## src/rtl/serial_frame_decoder_pkg.sv

```systemverilog
// rtl/serial_frame_decoder_pkg.sv - shared frame length, FSM states and the four frame patterns
package serial_frame_decoder_pkg;

  localparam int FRAME_LEN = 100;
  localparam int CNT_W     = 7;

  typedef enum logic [1:0] {
    ST_IDLE  = 2'd0,
    ST_ARMED = 2'd1,
    ST_SHIFT = 2'd2,
    ST_CHECK = 2'd3
  } fsm_state_e;

  localparam logic [FRAME_LEN-1:0] P1 =
    100'b0001010100000000001010001000000000000000010000000100000000000000000000000000000010100001010000001111;
  localparam logic [FRAME_LEN-1:0] P2 =
    100'b0000101010000000001010000100000000000000010000010001000000000000000000000000000000010101000000001111;
  localparam logic [FRAME_LEN-1:0] P3 =
    100'b0010000000101010100000010001010101010000000101010000101010000010101010101010101000000100000010100111;
  localparam logic [FRAME_LEN-1:0] P4 =
    100'b0010000000010101010000010001010101010000000010100010001010000010101010101010101010000000001010100111;

endpackage

```

## src/rtl/frame_pattern_match.sv

```systemverilog
// rtl/frame_pattern_match.sv - combinational lookup of a captured frame against P1..P4
module frame_pattern_match
  import serial_frame_decoder_pkg::*;
(
  input  logic [FRAME_LEN-1:0] word,
  output logic                 hit,
  output logic                 polarity,
  output logic                 state
);

  // Patterns are mutually distinct, so the if-chain order carries no priority meaning.
  always_comb begin
    hit      = 1'b1;
    polarity = 1'b0;
    state    = 1'b0;
    if (word == P1) begin
      polarity = 1'b1;
      state    = 1'b1;
    end else if (word == P2) begin
      polarity = 1'b1;
      state    = 1'b0;
    end else if (word == P3) begin
      polarity = 1'b0;
      state    = 1'b1;
    end else if (word == P4) begin
      polarity = 1'b0;
      state    = 1'b0;
    end else begin
      hit = 1'b0;
    end
  end

endmodule

```

## src/rtl/serial_frame_decoder.sv

```systemverilog
// rtl/serial_frame_decoder.sv - 100-bit MSB-first serial frame receiver and pattern decoder
// Optional feature: RX_SYNC_EN adds a two-flop rx synchronizer (+2 clocks latency).
module serial_frame_decoder
  import serial_frame_decoder_pkg::*;
#(
  parameter int IDLE_MIN = 1
) (
  input  logic       clk,
  input  logic       rst,
  input  logic       en,
  input  logic       rx,
  output logic       frame_valid,
  output logic       frame_err,
  output logic       polarity,
  output logic       state,
  output logic       busy,
  output logic [7:0] err_cnt
);

  localparam logic [4:0]       IDLE_MIN_C = 5'(IDLE_MIN);
  localparam logic [CNT_W-1:0] LAST_CNT   = CNT_W'(FRAME_LEN);

  logic rx_s;

`ifdef RX_SYNC_EN
  logic [1:0] sync_q, sync_d;

  always_comb sync_d = {sync_q[0], rx};

  always_ff @(posedge clk or negedge rst) begin
    if (!rst) sync_q <= 2'b11;
    else      sync_q <= sync_d;
  end

  assign rx_s = sync_q[1];
`else
  assign rx_s = rx;
`endif

  fsm_state_e           fsm_q, fsm_d;
  logic [3:0]           idle_cnt_q, idle_cnt_d;
  logic [CNT_W-1:0]     bit_cnt_q, bit_cnt_d;
  logic [FRAME_LEN-1:0] shreg_q, shreg_d;
  logic                 frame_valid_q, frame_valid_d;
  logic                 frame_err_q, frame_err_d;
  logic                 pol_q, pol_d;
  logic                 st_q, st_d;
  logic                 busy_q, busy_d;
  logic [7:0]           err_cnt_q, err_cnt_d;

  logic                 m_hit, m_pol, m_st;
  logic [4:0]           idle_inc;
  logic [CNT_W-1:0]     bit_inc;

  frame_pattern_match u_match (
    .word     (shreg_q),
    .hit      (m_hit),
    .polarity (m_pol),
    .state    (m_st)
  );

  always_comb begin
    fsm_d         = fsm_q;
    idle_cnt_d    = idle_cnt_q;
    bit_cnt_d     = bit_cnt_q;
    shreg_d       = shreg_q;
    frame_valid_d = 1'b0;
    frame_err_d   = 1'b0;
    pol_d         = pol_q;
    st_d          = st_q;
    err_cnt_d     = err_cnt_q;
    idle_inc      = {1'b0, idle_cnt_q} + 5'd1;
    bit_inc       = bit_cnt_q + 7'd1;

    if (!en) begin
      fsm_d      = ST_IDLE;
      idle_cnt_d = 4'd0;
      bit_cnt_d  = '0;
    end else begin
      case (fsm_q)
        ST_IDLE: begin
          if (rx_s) begin
            idle_cnt_d = idle_inc[3:0];
            if (idle_inc >= IDLE_MIN_C) fsm_d = ST_ARMED;
          end else begin
            idle_cnt_d = 4'd0;
          end
        end
        ST_ARMED: begin
          if (!rx_s) begin
            shreg_d   = {shreg_q[FRAME_LEN-2:0], rx_s};
            bit_cnt_d = 7'd1;
            fsm_d     = ST_SHIFT;
          end
        end
        ST_SHIFT: begin
          shreg_d   = {shreg_q[FRAME_LEN-2:0], rx_s};
          bit_cnt_d = bit_inc;
          if (bit_inc == LAST_CNT) fsm_d = ST_CHECK;
        end
        ST_CHECK: begin
          if (m_hit) begin
            frame_valid_d = 1'b1;
            pol_d         = m_pol;
            st_d          = m_st;
          end else begin
            frame_err_d = 1'b1;
            if (err_cnt_q != 8'hFF) err_cnt_d = err_cnt_q + 8'd1;
          end
          bit_cnt_d = '0;
          // The sample taken in CHECK is the first idle bit; counting it lets a single
          // high separator arm the next frame when IDLE_MIN is 1.
          idle_cnt_d = {3'b000, rx_s};
          fsm_d      = (rx_s && (IDLE_MIN_C == 5'd1)) ? ST_ARMED : ST_IDLE;
        end
        default: fsm_d = ST_IDLE;
      endcase
    end

    busy_d = (fsm_d == ST_SHIFT) || (fsm_d == ST_CHECK);
  end

  always_ff @(posedge clk or negedge rst) begin
    if (!rst) begin
      fsm_q         <= ST_IDLE;
      idle_cnt_q    <= 4'd0;
      bit_cnt_q     <= '0;
      shreg_q       <= '0;
      frame_valid_q <= 1'b0;
      frame_err_q   <= 1'b0;
      pol_q         <= 1'b0;
      st_q          <= 1'b0;
      busy_q        <= 1'b0;
      err_cnt_q     <= 8'd0;
    end else begin
      fsm_q         <= fsm_d;
      idle_cnt_q    <= idle_cnt_d;
      bit_cnt_q     <= bit_cnt_d;
      shreg_q       <= shreg_d;
      frame_valid_q <= frame_valid_d;
      frame_err_q   <= frame_err_d;
      pol_q         <= pol_d;
      st_q          <= st_d;
      busy_q        <= busy_d;
      err_cnt_q     <= err_cnt_d;
    end
  end

  assign frame_valid = frame_valid_q;
  assign frame_err   = frame_err_q;
  assign polarity    = pol_q;
  assign state       = st_q;
  assign busy        = busy_q;
  assign err_cnt     = err_cnt_q;

endmodule
```

## config.mk

```make
export PLATFORM = sky130hd
export DESIGN_NAME = serial_frame_decoder
export DESIGN_NICKNAME = d
export VERILOG_FILES = /design/src/rtl/serial_frame_decoder_pkg.sv /design/src/rtl/frame_pattern_match.sv /design/src/rtl/serial_frame_decoder.sv
export SDC_FILE = /design/constraint.sdc
export NUM_CORES = 1
export LEC_CHECK = 0
export BUFFER_PORTS_ARGS = -buffer_cell sky130_fd_sc_hd__buf_4
export CORE_AREA = 2 2 101 103
export CTS_BUF_LIST = sky130_fd_sc_hd__clkbuf_8
export DETAILED_ROUTE_END_ITERATION = 8
export DIE_AREA = 0 0 103 105
export PLACE_DENSITY = 0.75
export SKIP_CTS_REPAIR_TIMING = 1
export SYNTH_ARGS = -nofsm -noshare
export SYNTH_HDL_FRONTEND = slang
export SYNTH_SLANG_ARGS = --single-unit
```

## constraint.sdc

```tcl
create_clock -name clk -period 6 [get_ports clk]
set_input_delay 1.2 -clock clk [delete_from_list [all_inputs] [get_ports clk]]
set_output_delay 1.2 -clock clk [all_outputs]
set_load 0.005 [all_outputs]
```

==> results.cfg, run 1 <==
[outcome]
status = complete, no violations

[power]
max-vdd-ir-drop_mv = 0.137
net-switching-power_uw = 408
switching_share_pct = 24.8
p_comb_share_pct = 5.3
p_leak_uw = 0.00328
internal_power_uw = 1240
p_clk_share_pct = 40.5
powerDensity_mw_per_mm2 = 268
power_frac_seq_pct = 54.2

[layout]
nets = 652
syn_to_final_growth_pct = 10.5
fillers = 834
final_common_cell = nand2_1
final_util_pct = 64.0
drive_above_1_share_pct = 9.28
diodes = 0
stdcell_count = 790
mostFrequentLayoutCells = nand2_1, dfrtp_1, clkbuf_8, buf_4, nor4_1

[synth]
synth-seq-cells = 126
syn_inst = 632
async_flop_share_pct = 100
syn_area_sq_mm = 0.00558
postSynthAreaPerCell_sq_um = 8.83
synth_edf_count = 0
synth.distinct_cells = 45
yosys_warnings = 0
ys_seq_area_share_pct = 56.5
synthFlopType = dfrtp_1
synth_nets = 640

[sta]
hold_violations = 0
min_period_over_period_pct = 50.7
finClkSkew_ps = 12.4
setup_viol = 0
whs_ps = 474
slew_violations = 0
slew_headroom_pct = 34.7
fin_setup_tns_ps = 0
tightest_slew_ps = 979
max_freq_mhz = 329
min_period_ps = 3040
rsz0062_at_grt = no

[detailed_routing]
first_pass_iters = 5
drc = 0
ant_nets = 0
vias = 4370
drt-total-wl_mm = 11.3
dr.first_iter.drc_count = 304
via_per_inst = 5.53
wire_per_inst_um = 14.3

[global_route]
grt_max_degree = 101
grt_pass1_vias = 4177
grt_first_pass_wirelength_mm = 19.6
grt_overflow_total = 0
antenna_found_initial = 0
grt_usage_pct = 22.9

[placed_design]
gp_congestion = 0.851
io_buffer_count = 16
place_hpwl_mm = 7.33
placedCellCount = 758

[worst_setup_path]
cp_data_arrival_time_ps = 3410
cp-end-kind = flop
cp.required_ps = 6370
start_kind = flop
crit_fanout = 61
critPathKind = flop to flop

[clock_tree]
clockBufferDepth = 2
clock_latency_ps = 430
clock-sinks = 126
cts_buffers = 17
clk_pin_slew_ps = 80
root_buffer = clkbuf_8
cts_tree = yes
ctsHtreeMaxLevel = 4

[floorplanning]
start_util_pct = 57.9
rows = 36
core-area_sq_mm = 0.00964
die_area_sq_mm = 0.0108
die_y_um = 105
die_width_um = 103
ios = 17

[flow_run]
max_cap_violations = 0

[worst_hold_path]
min-delay-path-class = flop to flop
-- flip-flops by register name, indices dropped and copies added (netlist names) --
register,cells
shreg_q,100
err_cnt,8
bit_cnt_q,7
idle_cnt_q,4
fsm_q,2
busy,1
frame_err,1
frame_valid,1
polarity,1
state,1
-- per-stage QoR --
stage / setup WS, ps / total power [uW] / cell area, sq um
after CTS: 2960 / 1670 / 6170
after floorplan: 3320 / 956 / 5580
after global routing: 2740 / 1720 / 6170
after detailed placement: 2770 / 999 / 5810
after global placement: 2810 / 995 / 5810
final: 2960 / 1650 / 6170
-- power groups by stage --
| stage | sequential [uW] | clock [uW] | combinational (uW) |
|---|---|---|---|
| after global placement | 909 | 0 | 85.9 |
| final | 895 | 668 | 87.4 |
| after CTS | 894 | 684 | 89.5 |
| after detailed placement | 910 | 0 | 89.1 |
| after floorplan | 902 | 0 | 54.1 |
| after global routing | 899 | 720 | 102 |
-- cells in the mapped netlist, drive strengths merged, types with 4 or more instances --
cell      n  area share, %
nand4    16            1.8
ha        4           0.90
clkbuf   23            1.5
nor4b     5           0.78
o22ai     4           0.45
nor4     18            2.3
nor2     12           0.81
or3       5           0.56
o21ai     9           0.81
xor2      8            1.3
nand2   312             21
inv       8           0.54
and2      7           0.78
or4       5           0.81
nor3     13            1.3
nor2b     4           0.45
a31oi     4           0.56
nand3     8           0.72
a21oi     7           0.63
dfrtp   126             56
-- cell type report --
type | count | area (sq um) | share of cell area [%]
Tap cell | 133 | 166 | 2.70
Multi-Input combinational cell | 472 | 2310 | 37.5
Clock inverter | 13 | 101 | 1.64
Inverter | 8 | 30.0 | 0.487
Clock buffer | 19 | 262 | 4.24
Sequential cell | 126 | 3150 | 51.1
Timing Repair Buffer | 19 | 143 | 2.31
-- cell families (layout without fill, tap and decap cells) --
kind of cell    count (synthesis)  after routing  share of synthesized area (%)
flops                         126            126                           56.5
compound gates                 36             36                           4.55
mux                             5              5                           1.08
fa+ha+maj                       4              4                          0.896
buf+inv                        34             59                           2.29
simple gates                  418            418                           33.3
xor+xnor                        9              9                           1.41
-- routing by layer --
layer  global-route usage (%)  vias up  wire (um)
met5                        0        -          0
met1                     31.9     2142       5270
met2                     34.7       90       5440
met3                     6.29       25        365
met4                     7.52        0        220
li1                         -     2113          -
-- critical path, cell delays in order, from the launching register on --
cell and delay, ps:
dfrtp_1 830, nor2b_1 610, o21ai_4 120, inv_2 710, buf_4 490, nand2_1 120
nand2_1 70
-- final timing paths --
| check | slack (ps) | cells after the start | start | to |
|---|---|---|---|---|
| max in group asynchronous | 3920 | 2 | rst | shreg_q[83]$_DFFE_PN0P_ |
| hold reg to reg | 470 | 2 | shreg_q[99]$_DFFE_PN0P_ | shreg_q[99]$_DFFE_PN0P_ |
| hold / removal | 470 | 2 | shreg_q[99]$_DFFE_PN0P_ | shreg_q[99]$_DFFE_PN0P_ |
| min in group asynchronous | 860 | 1 | rst | idle_cnt_q[2]$_DFFE_PN0P_ |
| setup reg to reg | 2960 | 6 | fsm_q[1]$_DFF_PN0_ | shreg_q[53]$_DFFE_PN0P_ |
| setup / recovery | 2960 | 6 | fsm_q[1]$_DFF_PN0_ | shreg_q[53]$_DFFE_PN0P_ |
(Power assumes the default switching activity.)
==> inputs of run 2 (changes only) <==
Settings changed: CORE_AREA 2 2 101 103 to 2 2 102 104, DIE_AREA 0 0 103 105 to 0 0 104 106, PLACE_DENSITY 0.75 to 0.76.
Clock period 6 ns to 2.6 ns, I/O delays scaled along.
==> results.cfg, run 2 (synthesis results as in run 1) <==
[worst_setup_path]
crit_fanout = 4
cp-end-kind = flop
cp.required_ps = 2920
cp_data_arrival_time_ps = 2940
r2r_slack_ps = -20
timing.rr.start = shreg_q[8]$_DFFE_PN0P_
reg2reg_depth = 8
critPathKind = flop to flop
start_kind = flop
r2r-end = err_cnt[1]$_DFFE_PN0P_

[sta]
hold_violations = 0
rsz0062_at_grt = yes
layout_setup_ws_ps = -18.3
tightest_slew_ps = 474
setup_viol = 2
min_period_over_period_pct = 101
whs_ps = 409
finClkSkew_ps = 14.1
max_freq_mhz = 382
min_period_ps = 2620
slew_violations = 0
slew_headroom_pct = 68.2

[detailed_routing]
vias = 4444
via_per_inst = 5.49
wire_per_inst_um = 14.1
ant_nets = 0
drc = 0
drt-total-wl_mm = 11.4
dr.first_iter.drc_count = 350
first_pass_iters = 6

[power]
switching_share_pct = 21.9
power_frac_seq_pct = 47.4
total_power_uw = 4350
p_leak_uw = 0.00344
p_clk_share_pct = 47.5
net-switching-power_uw = 950
internal_power_uw = 3400
max-vdd-ir-drop_mv = 0.314
p_comb_share_pct = 5.2
powerDensity_mw_per_mm2 = 672

[layout]
regMostFlops = shreg_q
diodes = 0
syn_to_final_growth_pct = 15.9
drive_above_1_share_pct = 11.7
nets = 669
largest_reg_flops = 100
final_common_cell = nand2_1
mostFrequentLayoutCells = nand2_1, dfrtp_1, buf_4

[global_route]
grt_pass1_vias = 4165
gr-usage-met3_pct = 6.13
antenna_found_initial = 0
grt_first_pass_wirelength_mm = 19.6
grtUsageMet1_pct = 29.7
grt_usage_pct = 22.2
grt_max_degree = 101
met2_usage_pct = 34.8
top_usage_layer = met2
grt_overflow_total = 0

[worst_hold_path]
min-delay-path-class = primary input to flop
min_to = bit_cnt_q[2]$_DFFE_PN0P_
hp-start = en
hold_depth = 2

[placed_design]
place_hpwl_mm = 7.61
io_buffer_count = 16
pre_cts_slack_ps = -26.9
gp_congestion = 0.907

[clock_tree]
cts_buffers = 17
clock_latency_ps = 440
clk_pin_slew_ps = 70
clockBufferDepth = 2
root_buffer = clkbuf_8
clock-sinks = 126
cts_tree = yes
ctsHtreeMaxLevel = 4

[floorplanning]
die_area_sq_mm = 0.0110
start_util_pct = 55.8
die_y_um = 106
rows = 37
core-area_sq_mm = 0.0100
ios = 17
die_width_um = 104

[flow_run]
max_cap_violations = 0

[outcome]
status = finished, violations left
violations = negative setup slack
run 2: per-layer routing:
metal | up-vias | wire (um)
met4 | 0 | 250
met1 | 2183 | 5260
met2 | 84 | 5520
met5 | - | 0
li1 | 2152 | -
met3 | 25 | 408
run 2: power by group through the flow:
stage | combinational [uW] | sequential [uW] | clock, uW
5_1_grt | 258 | 2070 | 2170
3_3_place_gp | 218 | 2090 | 0
3_5_place_dp | 227 | 2100 | 0
2_1_floorplan | 125 | 2080 | 0
6_report | 224 | 2060 | 2060
4_1_cts | 227 | 2060 | 2090
run 2: metrics by stage:
step / instances / instance area, sq um / utilization (%) / TNS (ps)
detailed placement: 775 / 5950 / 59.5 / -26.9
CTS: 807 / 6440 / 64.4 / -49.3
finish: 810 / 6470 / 64.7 / -24.8
global route: 810 / 6470 / 64.7 / -790
floorplan: 632 / 5580 / - / -77.7
global placement: 775 / 5950 / 59.5 / 0
run 2: worst max-delay path by stage:
stage                                start                endpoint  slack, ps  depth (start not counted)
floorplan           shreg_q[8]$_DFFE_PN0P_       state$_DFFE_PN0P_        -80                          7
global placement    shreg_q[8]$_DFFE_PN0P_  err_cnt[1]$_DFFE_PN0P_          4                          8
detailed placement  shreg_q[8]$_DFFE_PN0P_  err_cnt[1]$_DFFE_PN0P_        -30                          8
CTS                 shreg_q[8]$_DFFE_PN0P_  err_cnt[1]$_DFFE_PN0P_        -40                          8
global route        shreg_q[8]$_DFFE_PN0P_  err_cnt[1]$_DFFE_PN0P_       -130                          8
finish              shreg_q[8]$_DFFE_PN0P_  err_cnt[1]$_DFFE_PN0P_        -20                          8
run 2: layout make-up:
class	count	area (sq um)
fill	794	3530
sequential	126	3150
multi-input combinational	472	2310
timing repair buffer	36	314
clock buffer	20	275
clock inverter	12	214
tap	136	170
inverter	8	30.0
run 2: worst max-delay path, stage by stage, from the launching register on:
cell,delay [ps]
dfrtp_1,380
or4_4,540
or4_4,540
nor4_4,180
a31oi_2,90
o32ai_4,270
buf_6,150
nor3_2,50
mux2_4,310
==> inputs of run 3 (changes only) <==
Settings changed: SKIP_CTS_REPAIR_TIMING 1 to not set.
==> results.cfg, run 3 (synthesis results as in run 1) <==
[placed_design]
placedCellCount = 775
gp_congestion = 0.907
io_buffer_count = 16
place_hpwl_mm = 7.61

[sta]
hold_violations = 0
setup_viol = 2
layout_setup_ws_ps = -30.2
slew_headroom_pct = 68.2
rsz0062_at_grt = yes
tightest_slew_ps = 473
fin_setup_tns_ps = -48.9
finClkSkew_ps = 13.5
min_period_over_period_pct = 101
slew_violations = 0
min_period_ps = 2630
max_freq_mhz = 380

[detailed_routing]
wire_per_inst_um = 14.2
via_per_inst = 5.50
drc = 0
vias = 4450
first_pass_iters = 5
drt-total-wl_mm = 11.5
dr.first_iter.drc_count = 350
ant_nets = 0

[power]
max-vdd-ir-drop_mv = 0.313
powerDensity_mw_per_mm2 = 672
total_power_uw = 4350
p_leak_uw = 0.00343

[clock_tree]
clock-sinks = 126
ctsHtreeMaxLevel = 4
cts_tree = yes
cts_buffers = 17
clock_latency_ps = 440
clk_pin_slew_ps = 70
clockBufferDepth = 2
root_buffer = clkbuf_8

[worst_setup_path]
reg2reg_depth = 8
crit_top_cell = or4_4
critPathTopFamily = simple AND/OR/NAND/NOR gates
cp-end-kind = flop
timing.rr.start = shreg_q[8]$_DFFE_PN0P_
worstPathCellList = or4_4 -> or4_4 -> nor4_4 -> a31oi_2 -> o32ai_4 -> buf_6 -> nor3_2 -> mux2_4
cp_data_arrival_time_ps = 2950
crit_fanout = 4
r2r-end = err_cnt[1]$_DFFE_PN0P_
path_buf_inv = 1
critPathKind = flop to flop
cp_slowest_stage_delay_ps = 540
cp.depth = 8
cp.required_ps = 2920
start_kind = flop
slowest_stage = or4_4
r2r_slack_ps = -30

[layout]
final_common_cell = nand2_1
drive_above_1_share_pct = 11.6
largest_reg_flops = 100
regMostFlops = shreg_q
stdcell_count = 809
syn_to_final_growth_pct = 15.8
final_util_pct = 64.6
diodes = 0
mostFrequentLayoutCells = nand2_1, dfrtp_1, buf_4
nets = 668

[global_route]
grt_usage_pct = 22.2
antenna_found_initial = 0
grt_first_pass_wirelength_mm = 19.6
grt_max_degree = 101
grt_pass1_vias = 4165
grt_overflow_total = 0

[floorplanning]
core-area_sq_mm = 0.0100
die_y_um = 106
die_area_sq_mm = 0.0110
rows = 37
die_width_um = 104
start_util_pct = 55.8
ios = 17

[flow_run]
max_cap_violations = 0

[outcome]
violations = negative setup slack
status = finished, violations left

[worst_hold_path]
hold_depth = 2
hp-start = en
min-delay-path-class = primary input to flop
min_to = bit_cnt_q[2]$_DFFE_PN0P_
run 3: cell count changes in the layout (fill, tap and decap cells not counted):
cell / previous run / this run
buf_4: 31 / 30
run 3: worst max-delay path by stage:
| stage | slack (ps) | end | startpoint |
|---|---|---|---|
| after CTS | -30 | err_cnt[1]$_DFFE_PN0P_ | shreg_q[8]$_DFFE_PN0P_ |
| after floorplan | -80 | state$_DFFE_PN0P_ | shreg_q[8]$_DFFE_PN0P_ |
| after global placement | 4 | err_cnt[1]$_DFFE_PN0P_ | shreg_q[8]$_DFFE_PN0P_ |
| after detailed placement | -30 | err_cnt[1]$_DFFE_PN0P_ | shreg_q[8]$_DFFE_PN0P_ |
| final | -30 | err_cnt[1]$_DFFE_PN0P_ | shreg_q[8]$_DFFE_PN0P_ |
| after global routing | -140 | err_cnt[1]$_DFFE_PN0P_ | shreg_q[8]$_DFFE_PN0P_ |
run 3: routing by layer:
layer  up-vias  wire length [um]  track usage (%)
met5         -                 0                0
met3        26               481             6.07
li1       2148                 -                -
met4         0               254             8.78
met2        98              5530             34.8
met1      2178              5230             29.7
run 3: repair_timing:
item | 4_1_cts | 5_1_grt
endpoints found under the setup margin | 3 | 9
endpoints found under the hold margin | 20 | 0
gates resized for setup | 1 | 0
setup buffers | 0 | 1
pin swaps | 0 | 1
hold buffers | 1 | 0
run 3: area by class of cell:
cell class	count	area (sq um)
Clock buffer	20	275
Clock inverter	12	214
Sequential cell	126	3150
Timing Repair Buffer	35	307
Multi-Input combinational cell	472	2310
Tap cell	136	170
Inverter	8	30.0
Fill cell	794	3540
run 3: metrics by stage:
step,worst slack [ps],instance area [sq um],hold slack (ps)
floorplan,-77.7,5580,224
global placement,3.87,5950,437
detailed placement,-26.9,5950,440
CTS,-28.9,6450,390
global route,-138,6460,399
finish,-30.2,6460,410
run 3: power breakdown:
group          switching [uW]  internal (uW)
logic                     142           81.6
clock network             755           1310
registers                52.2           2010
total                     949           3400
